<file path="config.mk">
export PLATFORM = sky130hd
export DESIGN_NAME = fifo_03_11
export DESIGN_NICKNAME = d
export VERILOG_FILES = /design/src/rtl/fifo_03_11.sv
export SDC_FILE = /design/constraint.sdc
export NUM_CORES = 1
export LEC_CHECK = 0
export CORE_UTILIZATION = 45
export CTS_CLUSTER_SIZE = 40
export DETAILED_ROUTE_END_ITERATION = 16
export SYNTH_ARGS = -nofsm -noshare
export SYNTH_HDL_FRONTEND = slang
export SYNTH_SLANG_ARGS = --single-unit
</file>
<file path="constraint.sdc">
create_clock -name clk -period 2.95 [get_ports clk]
set_input_delay 0.885 -clock clk [delete_from_list [all_inputs] [get_ports clk]]
set_output_delay 0.885 -clock clk [all_outputs]
set_load 0.1 [all_outputs]
</file>
<file path="src/rtl/fifo_03_11.sv">
// Single-clock byte FIFO with registered pop data and count-decoded status flags.
// Overflowing writes and underflowing reads are dropped without side effects.
module fifo_03_11 #(
  parameter int DATA_WIDTH = 8,
  parameter int DEPTH      = 8,
  parameter int PTR_WIDTH  = 3
) (
  input  logic                  clk,
  input  logic                  reset,
  input  logic                  write,
  input  logic                  read,
  input  logic [7:0]            address,
  input  logic [DATA_WIDTH-1:0] data_in,
  output logic                  empty,
  output logic                  full,
  output logic [DATA_WIDTH-1:0] data_out
);

  localparam logic [PTR_WIDTH:0] FULL_COUNT = (PTR_WIDTH + 1)'(DEPTH);

  logic [DATA_WIDTH-1:0] mem [DEPTH];
  logic [PTR_WIDTH-1:0]  wptr;
  logic [PTR_WIDTH-1:0]  rptr;
  logic [PTR_WIDTH:0]    count;
  logic                  push;
  logic                  pop;

  // Address is reserved for later register access and deliberately unused.
  logic unused_address;
  assign unused_address = ^address;

  // Flags come only from registered state, so they never follow the inputs.
  assign empty = (count == '0);
  assign full  = (count == FULL_COUNT);
  assign push  = write & ~full;
  assign pop   = read & ~empty;

  // NOTE: storage has no reset; stale entries are unreachable once the pointers and count are cleared.
  always_ff @(posedge clk) begin
    if (push) begin
      mem[wptr] <= data_in;
    end
  end

  // NOTE: sequential state uses non-blocking assignments so every register samples pre-edge values.
  always_ff @(posedge clk or negedge reset) begin
    if (!reset) begin
      wptr     <= '0;
      rptr     <= '0;
      count    <= '0;
      data_out <= '0;
    end else begin
      if (push) begin
        wptr <= wptr + 1'b1;
      end
      if (pop) begin
        rptr     <= rptr + 1'b1;
        data_out <= mem[rptr];
      end
      case ({push, pop})
        2'b10:   count <= count + 1'b1;
        2'b01:   count <= count - 1'b1;
        default: count <= count;
      endcase
    end
  end

endmodule

</file>
==> results by group <==
Status
  • Status: complete, no violations

STA
  • Finish-stage setup viols: 0
  • Period minus WS final: between 2 and 3 ns
  • F_max: 392.3 MHz
  • PnR worst setup slack: 0.4007 ns
  • TNS Setup: 0 ns
  • Relative slew slack: 0.4517
  • Max Slew Vio Count: 0
  • Slew @ Worst Pin: around 0.8 ns
  • Clock skew: approximately 0.012 ns
  • Unrepaired setup endpoints after global routing: false
  • Post-route clock period utilization: 0.8642
  • Worst hold slack: 0.4881 ns
  • Fin. Hold Viols: 0

Power
  • Flop pwr share: 0.407
  • Tot Pwr: between 4 and 5 mW
  • Internal Power: 2.412 mW
  • Peak supply drop: about 0.32 mV
  • Clock network power share: 0.182
  • PD cells: 1048 nW/um2
  • Sw power: 1.720 mW
  • Switching Share: 0.4163
  • Combinational power share: 0.411
  • Leakage: about 1.5 nW

Layout
  • N_diodes: 0
  • Area grow syn2layout: 15.54%
  • Final Non-Filler Cells: 360
  • Post-Layout Inst Area: 3944 um2
  • Share of cells above drive strength 1: 0.1877
  • Post-layout util: 0.5408
  • Nets@finish: 282
  • FILL cells: ~600

Yosys
  • Synth warnings: 0
  • Mapped cell area: 3413 um2
  • Sequential fraction of the synthesis area: 0.6950
  • Synth async-reset ratio: 0.2195
  • Synth Flop Type: edfxtp_1
  • Leading cell types by count after synthesis: 64 x edfxtp_1, 23 x nand2_1, 18 x dfrtp_1
  • Top cells by area, synth: edfxtp_1 56%, dfrtp_1 13%, mux2i_1 5.0%
  • Synth area leader: edfxtp_1
  • Yosys top cell area share: 0.5630
  • Post-synth net total: 245
  • Count leader, synth: edfxtp_1
  • Number of synthesized register bits: 82
  • Post-Syn Instances: approximately 220
  • Synth unique cells: 34
  • Mean post-synth cell area: 15.59 um2
  • Post-synth EDFFs: 64

Clock tree
  • Root Driver: clkbuf_8
  • Post-CTS Setup Repair Bufs: 0
  • Worst-path clk slew: about 0.090 ns
  • Clock tree buffer depth: 2
  • Resized Gates After CTS: 0
  • Clock Latency Late Sink: about 0.35 ns
  • Hold Buf Count CTS: 0
  • CTS Buf Count: 9
  • CTS tree: yes
  • Clock Sinks: 82
  • H-tree depth: 3

Floorplanning
  • Std cell rows: 31
  • Ports: 30
  • Starting Density: 0.4681
  • Chip width: 89.09 um
  • Die area: 7937 um2
  • Core area: 7292 um2
  • Die height: 89.09 um

Global route
  • Antenna violations before repair: 0
  • First-pass GRT wire length: 9039 um
  • Largest net degree at the start of global routing: 35
  • Tot GR Track Use: 0.1666
  • Vias in the first global route: 1705
  • Total congestion overflow: 0

Worst hold path
  • WHS Endpoint: data_out[6]
  • Hold_sp: data_out[6]
  • Type of the worst min-delay path: reg -> reg
  • Cells on Worst Hold Path: 2

Setup path
  • Type of origin of the critical path: input pin
  • WP buf/inv: 2
  • Arrival time at the worst endpoint: about 2.8 ns
  • Worst EP required: 3.19 ns
  • Worst path max stage delay: 0.45 ns
  • Slowest cell on the critical path: clkdlybuf4s50_1
  • Critical R2R Launch: count[1]
  • Crit-path cells: clkdlybuf4s50_1 -> a21boi_1 -> inv_1 -> ha_1 -> ha_1 -> a21oi_1 -> o21ai_0 -> o311ai_0
  • Worst r2r dst: count[3]
  • Worst r2r path cells: 7
  • WS Path Type: in -> reg
  • R2r setup slk: 0.69 ns
  • Crit. End Element: flip-flop
  • CP delay by family, top: compound AO/OA/AOI/OAI gates
  • Crit-path max FO: 3
  • CP dominant cell by count: ha_1

Detailed routing
  • Via count: roughly 1800
  • Final ANT Viol Nets: 0
  • DRC: 0
  • First-pass DRT Iterations: 4
  • Total wire length: approximately 5900 um
  • Iteration-0 DRC Markers: 68
  • Vias per cell: 5.067
  • Routed length per instance: 16.35 um

Placement
  • Port Buffers: 21
  • Area after DPL: approximately 3800 um2
  • Dpl hpwl: 3673 um
  • RePlAce Congestion: between 0.7 and 0.8
  • Pre-CTS setup slack: 0.03540 ns
  • Placed Cells: 344

Run
  • Max-cap violations: 0
## per-layer routing
metal,up-vias,wire length (um),track usage,share of wire
li1,898,-,-,-
met1,886,2739,0.2067,0.47
met2,31,2881,0.2797,0.49
met3,9,160,0.03324,0.027
met4,0,103,0.08225,0.018
met5,-,0,0,0
## logic make-up after synthesis
family / Yosys count / synth area share
mux: 33 / 0.1026
xor+xnor: 5 / 0.01283
buf+inv: 16 / 0.03482
fa+ha+maj: 6 / 0.02419
simple gates: 46 / 0.06196
flops: 82 / 0.6950
compound gates: 31 / 0.06855
## area by class of cell
class,count,area [um2],area share
Clock inverter,7,57.56,0.01459
Timing Repair Buffer,35,302.8,0.07678
Tap cell,99,123.9,0.03141
Sequential cell,82,2372,0.6015
Clock buffer,9,123.9,0.03141
Multi-Input combinational cell,121,937.1,0.2376
Inverter,7,26.28,0.006662
## sequential cells by signal, summed over array words and instances (netlist names)
signal and flops:
count 4, mem 64, wptr 3, data_out 8, rptr 3
## power groups by stage
| stage | clock (mW) | sequential (mW) | combinational [mW] |
|---|---|---|---|
| 3_3_place_gp | 0 | 1.70 | 1.70 |
| 3_5_place_dp | 0 | 1.71 | 1.71 |
| 5_1_grt | 0.815 | 1.71 | 1.85 |
| 6_report | 0.751 | 1.68 | 1.70 |
| 2_1_floorplan | 0 | 2.07 | 0.986 |
| 4_1_cts | 0.771 | 1.68 | 1.71 |
## worst register-to-register path: stages, from the launching register on
cell      delay [ns]
dfrtp_1         0.49
o41ai_4         0.42
inv_2           0.09
ha_1            0.22
ha_1            0.28
a21oi_1         0.22
o21ai_0         0.14
o311ai_0        0.31
## worst max path at each step
| stage | from | endpoint | slack, ns | depth (start not counted) |
|---|---|---|---|---|
| finish | write | count[3] | 0.40 | 8 |
| global route | write | count[3] | 0.15 | 8 |
| CTS | write | count[3] | 0.40 | 8 |
| detailed placement | write | count[3] | 0.04 | 8 |
| global placement | write | count[3] | 0.05 | 8 |
| floorplan | write | count[3] | 0.43 | 7 |
## cell usage in the layout (no fill, tap or decap), types with 2 or more instances in the layout
cell	n
o21ai_0	3
xnor2_1	4
nor2_1	7
inv_6	3
mux2i_1	17
mux2_1	10
clkdlybuf4s50_1	11
ha_1	5
dfrtp_1	18
nand2b_1	5
o22ai_1	8
clkbuf_8	9
clkinvlp_4	2
nor3_1	4
inv_1	6
nand2_1	23
mux2_2	6
edfxtp_1	64
a221o_1	8
buf_4	23
o21ai_1	8
(Power assumes the default switching activity.)
==> edit 1, RTL diff (same settings) <==
`DEPTH`: 8 -> 16.
--- a/src/rtl/fifo_03_11.sv
+++ b/src/rtl/fifo_03_11.sv
@@ -2,7 +2,7 @@
 // Overflowing writes and underflowing reads are dropped without side effects.
 module fifo_03_11 #(
   parameter int DATA_WIDTH = 8,
-  parameter int DEPTH      = 8,
+  parameter int DEPTH      = 16,
   parameter int PTR_WIDTH  = 3
 ) (
   input  logic                  clk,
Behaviour: not the same (Yosys sat finds a counterexample within 4 cycles, from zero or initial values and one cycle with reset low).
==> edit 1 against the unedited design <==
Cell area is 0.89% lower. Area after synthesis is 2.1% lower. Setup slack worse by 0.11 ns. Clock skew is 0.0014 ns higher. Register-to-register slack worse by 0.31 ns. Core utilization is 0.096 points higher. Critical path depth is 5 lower. Sequential cell count stayed put. Routed wire length is 3.5% higher.
Power is not compared: it rests on default switching activity, and its combinational part moved more than twofold at a synthesized area within 25%.
==> edit 1: results <==
export IMPL_first_global_vias=1761
export IMPL_skew_ns=0.0134
export IMPL_place_congestion=0.678
export IMPL_critical_path_top_delay_family="simple AND/OR/NAND/NOR gates"
export IMPL_root_buffer="clkbuf_8"
export IMPL_ys_flop_type="edfxtp_1"
export IMPL_syn_inst=209
export IMPL_hold_ws_ns=0.487
export IMPL_slowest_stage="or4_4"
export IMPL_finalWirelength_um=6090
export IMPL_rr_worst_depth=9
export IMPL_routed_via_density=5.20
export IMPL_ys_seq_area_share_pct=71.0
export IMPL_worst_ep_arrival_time_ns=1.78
export IMPL_drtIter0Drc=93
export IMPL_hold_end="count[3]$_DFFE_PN0P_"
export IMPL_dp_hpwl_um=3820
export IMPL_syn_nets=234
export IMPL_synth_distinct_cells=31
export IMPL_drive_gt1_share_pct=24.0
export IMPL_num_nets_final=270
export IMPL_grt_pass1_wl_um=9600
export IMPL_grt_max_degree=35
export IMPL_hold_depth=1
export IMPL_fin_cells=349
export IMPL_grt_usage_pct=18.0
export IMPL_worst_r2r_setup_slack_ns=0.38
export IMPL_critPathMaxStageDelay_ns=0.60
export IMPL_tightest_slew_ns=0.790
export IMPL_yosys_top_cells_area="edfxtp_1 58%, dfrtp_1 13%, mux2_2 5.7%"
export IMPL_status="finished clean"
export IMPL_synth_common_cells="64 x edfxtp_1, 19 x nand2_1, 18 x dfrtp_1, 17 x mux2_2, 16 x mux2i_1"
export IMPL_path_max_fanout=6
export IMPL_min_delay_start="count[3]$_DFFE_PN0P_"
export IMPL_post_place_cells=333
export IMPL_drt_first_pass_iters=4
## edit 1: cell types whose count changed in the layout (fill, tap and decap cells not counted), sizes merged, moves of 2 or more
cell,change
nand2,-3
buf,-2
xor2,+2
o21ai,-3
inv,-2
xnor2,+2
clkinvlp,-2
## edit 1: worst max path at each step
stage,from,to,slack (ns),depth (start not counted)
6_report,count[1]$_DFFE_PN0P_,full,0.29,3
5_1_grt,count[0]$_DFFE_PN0P_,count[3]$_DFFE_PN0P_,0.17,9
4_1_cts,count[1]$_DFFE_PN0P_,full,0.26,3
3_5_place_dp,write,count[3]$_DFFE_PN0P_,0.16,8
3_3_place_gp,write,count[2]$_DFFE_PN0P_,0.19,10
2_1_floorplan,count[1]$_DFFE_PN0P_,full,0.04,3
## edit 1: report_power, final
| group | internal, µW | switching, µW |
|---|---|---|
| combinational | 13.9 | 17.0 |
| clock | 415 | 445 |
| sequential | 1240 | 0 |
## edit 1: cells by family after synthesis
kind of cell / synth area share (%)
flops: 71.0
simple gates: 6.37
mux: 10.5
compound gates: 5.51
buf+inv: 2.36
xor+xnor: 2.36
fa+ha+maj: 1.87
## edit 1: area by class of cell
class                      instances  area (µm²)
sequential                        82        2370
clock buffer                       9         124
timing repair buffer              33         300
inverter                           3        11.3
fill                             626        3310
tap                               99         124
clock inverter                     7        87.6
multi-input combinational        116         890
## edit 1: through the flow
stage                     area [µm²]  setup WS [ns]
after floorplan                 3340         0.0410
final                           3910          0.286
after CTS                       3910          0.265
after detailed placement        3700          0.163
after global placement          3700          0.191
after global routing            3910          0.166
## edit 1: metal layers
metal / wire [µm] / GRT usage, % / part of all wire [%]
met2: 2880 / 28.1 / 47
met4: 42 / 4.84 / 0.69
met1: 2850 / 24.0 / 47
met3: 319 / 6.22 / 5.2
met5: 0 / 0 / 0
==> edit 2, RTL diff (same flow settings) <==
Made on the original files. Make the reset (`reset`) synchronous in one clocked block.
--- a/src/rtl/fifo_03_11.sv
+++ b/src/rtl/fifo_03_11.sv
@@ -43,7 +43,7 @@
   end
 
   // NOTE: sequential state uses non-blocking assignments so every register samples pre-edge values.
-  always_ff @(posedge clk or negedge reset) begin
+  always_ff @(posedge clk) begin
     if (!reset) begin
       wptr     <= '0;
       rptr     <= '0;
Formal check against the unedited RTL: differs if reset is asserted again (counterexample within 4 cycles, from zero or initial values and one cycle with reset low); with reset held inactive, the same outputs for 10 cycles.
==> edit 2 against the unedited design <==
Power decreased by 16%. Maximum frequency is 3.7% lower. Final cell count fell by 9.2%. Cell area decreased by 3.6%. Die area down 5.7%. Sequential cell count did not move. Highest routed layer unchanged. Via count fell by 5.8%. Setup slack got worse by 0.097 ns. Routed wire length grew 5.6%. Largest power group is now registers. Area after synthesis down 5.8%.
==> edit 2: results <==
export IMPL_first_global_vias=1799
export IMPL_dp_slack_ns=0.0607
export IMPL_ir_drop_mv=0.384
export IMPL_place_congestion=0.772
export IMPL_met3_length_um=168
export IMPL_p_leak_uw=0.00131
export IMPL_status="finished clean"
export IMPL_grt_pass1_wl_um=9720
export IMPL_ys_seq_area_share_pct=71.0
export IMPL_postPlaceCellArea_um2=3600
export IMPL_grt_max_degree=20
export IMPL_post_cts_resized=0
export IMPL_grt_use_met1_pct=25.5
export IMPL_synth_common_cells="64 x edfxtp_1, 18 x dfxtp_1, 16 x mux4_2, 13 x nor2_1, 10 x o21ai_0"
export IMPL_grtUsageMet2_pct=29.7
export IMPL_slew_headroom_pct=36.0
export IMPL_async_flop_share_pct=0
export IMPL_skew_ns=0.0130
export IMPL_routed_via_density=5.25
export IMPL_dp_hpwl_um=3830
export IMPL_drive_gt1_share_pct=24.7
export IMPL_seq_power_uw=1470
export IMPL_met2_length_um=3050
export IMPL_post_place_cells=311
export IMPL_p_switching_uw=1290
export IMPL_use_met3_pct=4.10
export IMPL_worst_ep_arrival_time_ns=1.76
export IMPL_wl_met1_um=2950
export IMPL_synth_distinct_cells=30
export IMPL_yosys_top_cells_area="edfxtp_1 60%, dfxtp_1 11%, mux4_2 11%"
export IMPL_syn_nets=216
export IMPL_drtIter0Drc=98
export IMPL_clkTransAtPathRegs_ns=0.08
export IMPL_drt_wirelength_per_cell_um=19.0
export IMPL_switching_share_pct=37.4
export IMPL_num_nets_final=252
export IMPL_tns_ns=0
export IMPL_avgSynthCellArea_um2=16.9
export IMPL_path_max_fanout=6
-- edit 2: cell count changes after synthesis, sizes merged, moves of 3 or more --
cell / change
mux2: -16
nand2: -15
mux2i: -14
nand3: +3
inv: -3
and2: +6
dfxtp: +18
dfrtp: -18
mux4: +16
nor2: +6
a221o: -8
-- edit 2: logic make-up after synthesis --
logic type	Yosys count	synth area share (%)
adder cells (fa/ha/maj)	6	2.57
buffers and inverters	12	1.71
AO/OA/AOI/OAI	22	4.16
AND/OR/NAND/NOR	43	6.81
XOR/XNOR	6	1.63
flip-flops	82	71.0
multiplexers	19	12.1
-- edit 2: worst paths after layout --
kind | from | end | slack, ns | cells past startpoint
worst max-delay path | count[0]$_SDFFE_PN0P_ | full | 0.30 | 3
worst min-delay path | data_out[2]$_SDFFE_PN0P_ | data_out[2]$_SDFFE_PN0P_ | 0.53 | 2
worst max register to register | count[0]$_SDFFE_PN0P_ | count[3]$_SDFFE_PN0P_ | 0.39 | 8
worst min register to register | data_out[2]$_SDFFE_PN0P_ | data_out[2]$_SDFFE_PN0P_ | 0.53 | 2
-- edit 2: area by class of cell --
| type | count | area (µm²) |
|---|---|---|
| sequential | 82 | 2280 |
| inverter | 4 | 15.0 |
| tap | 96 | 120 |
| clock inverter | 5 | 62.6 |
| multi-input combinational | 96 | 893 |
| fill | 566 | 3030 |
| clock buffer | 11 | 141 |
| timing repair buffer | 33 | 288 |
-- edit 2: critical path, cell delays in order (launching register included) --
cell and delay (ns):
dfxtp_1 0.40, or4b_1 0.69, inv_1 0.15, buf_12 0.18
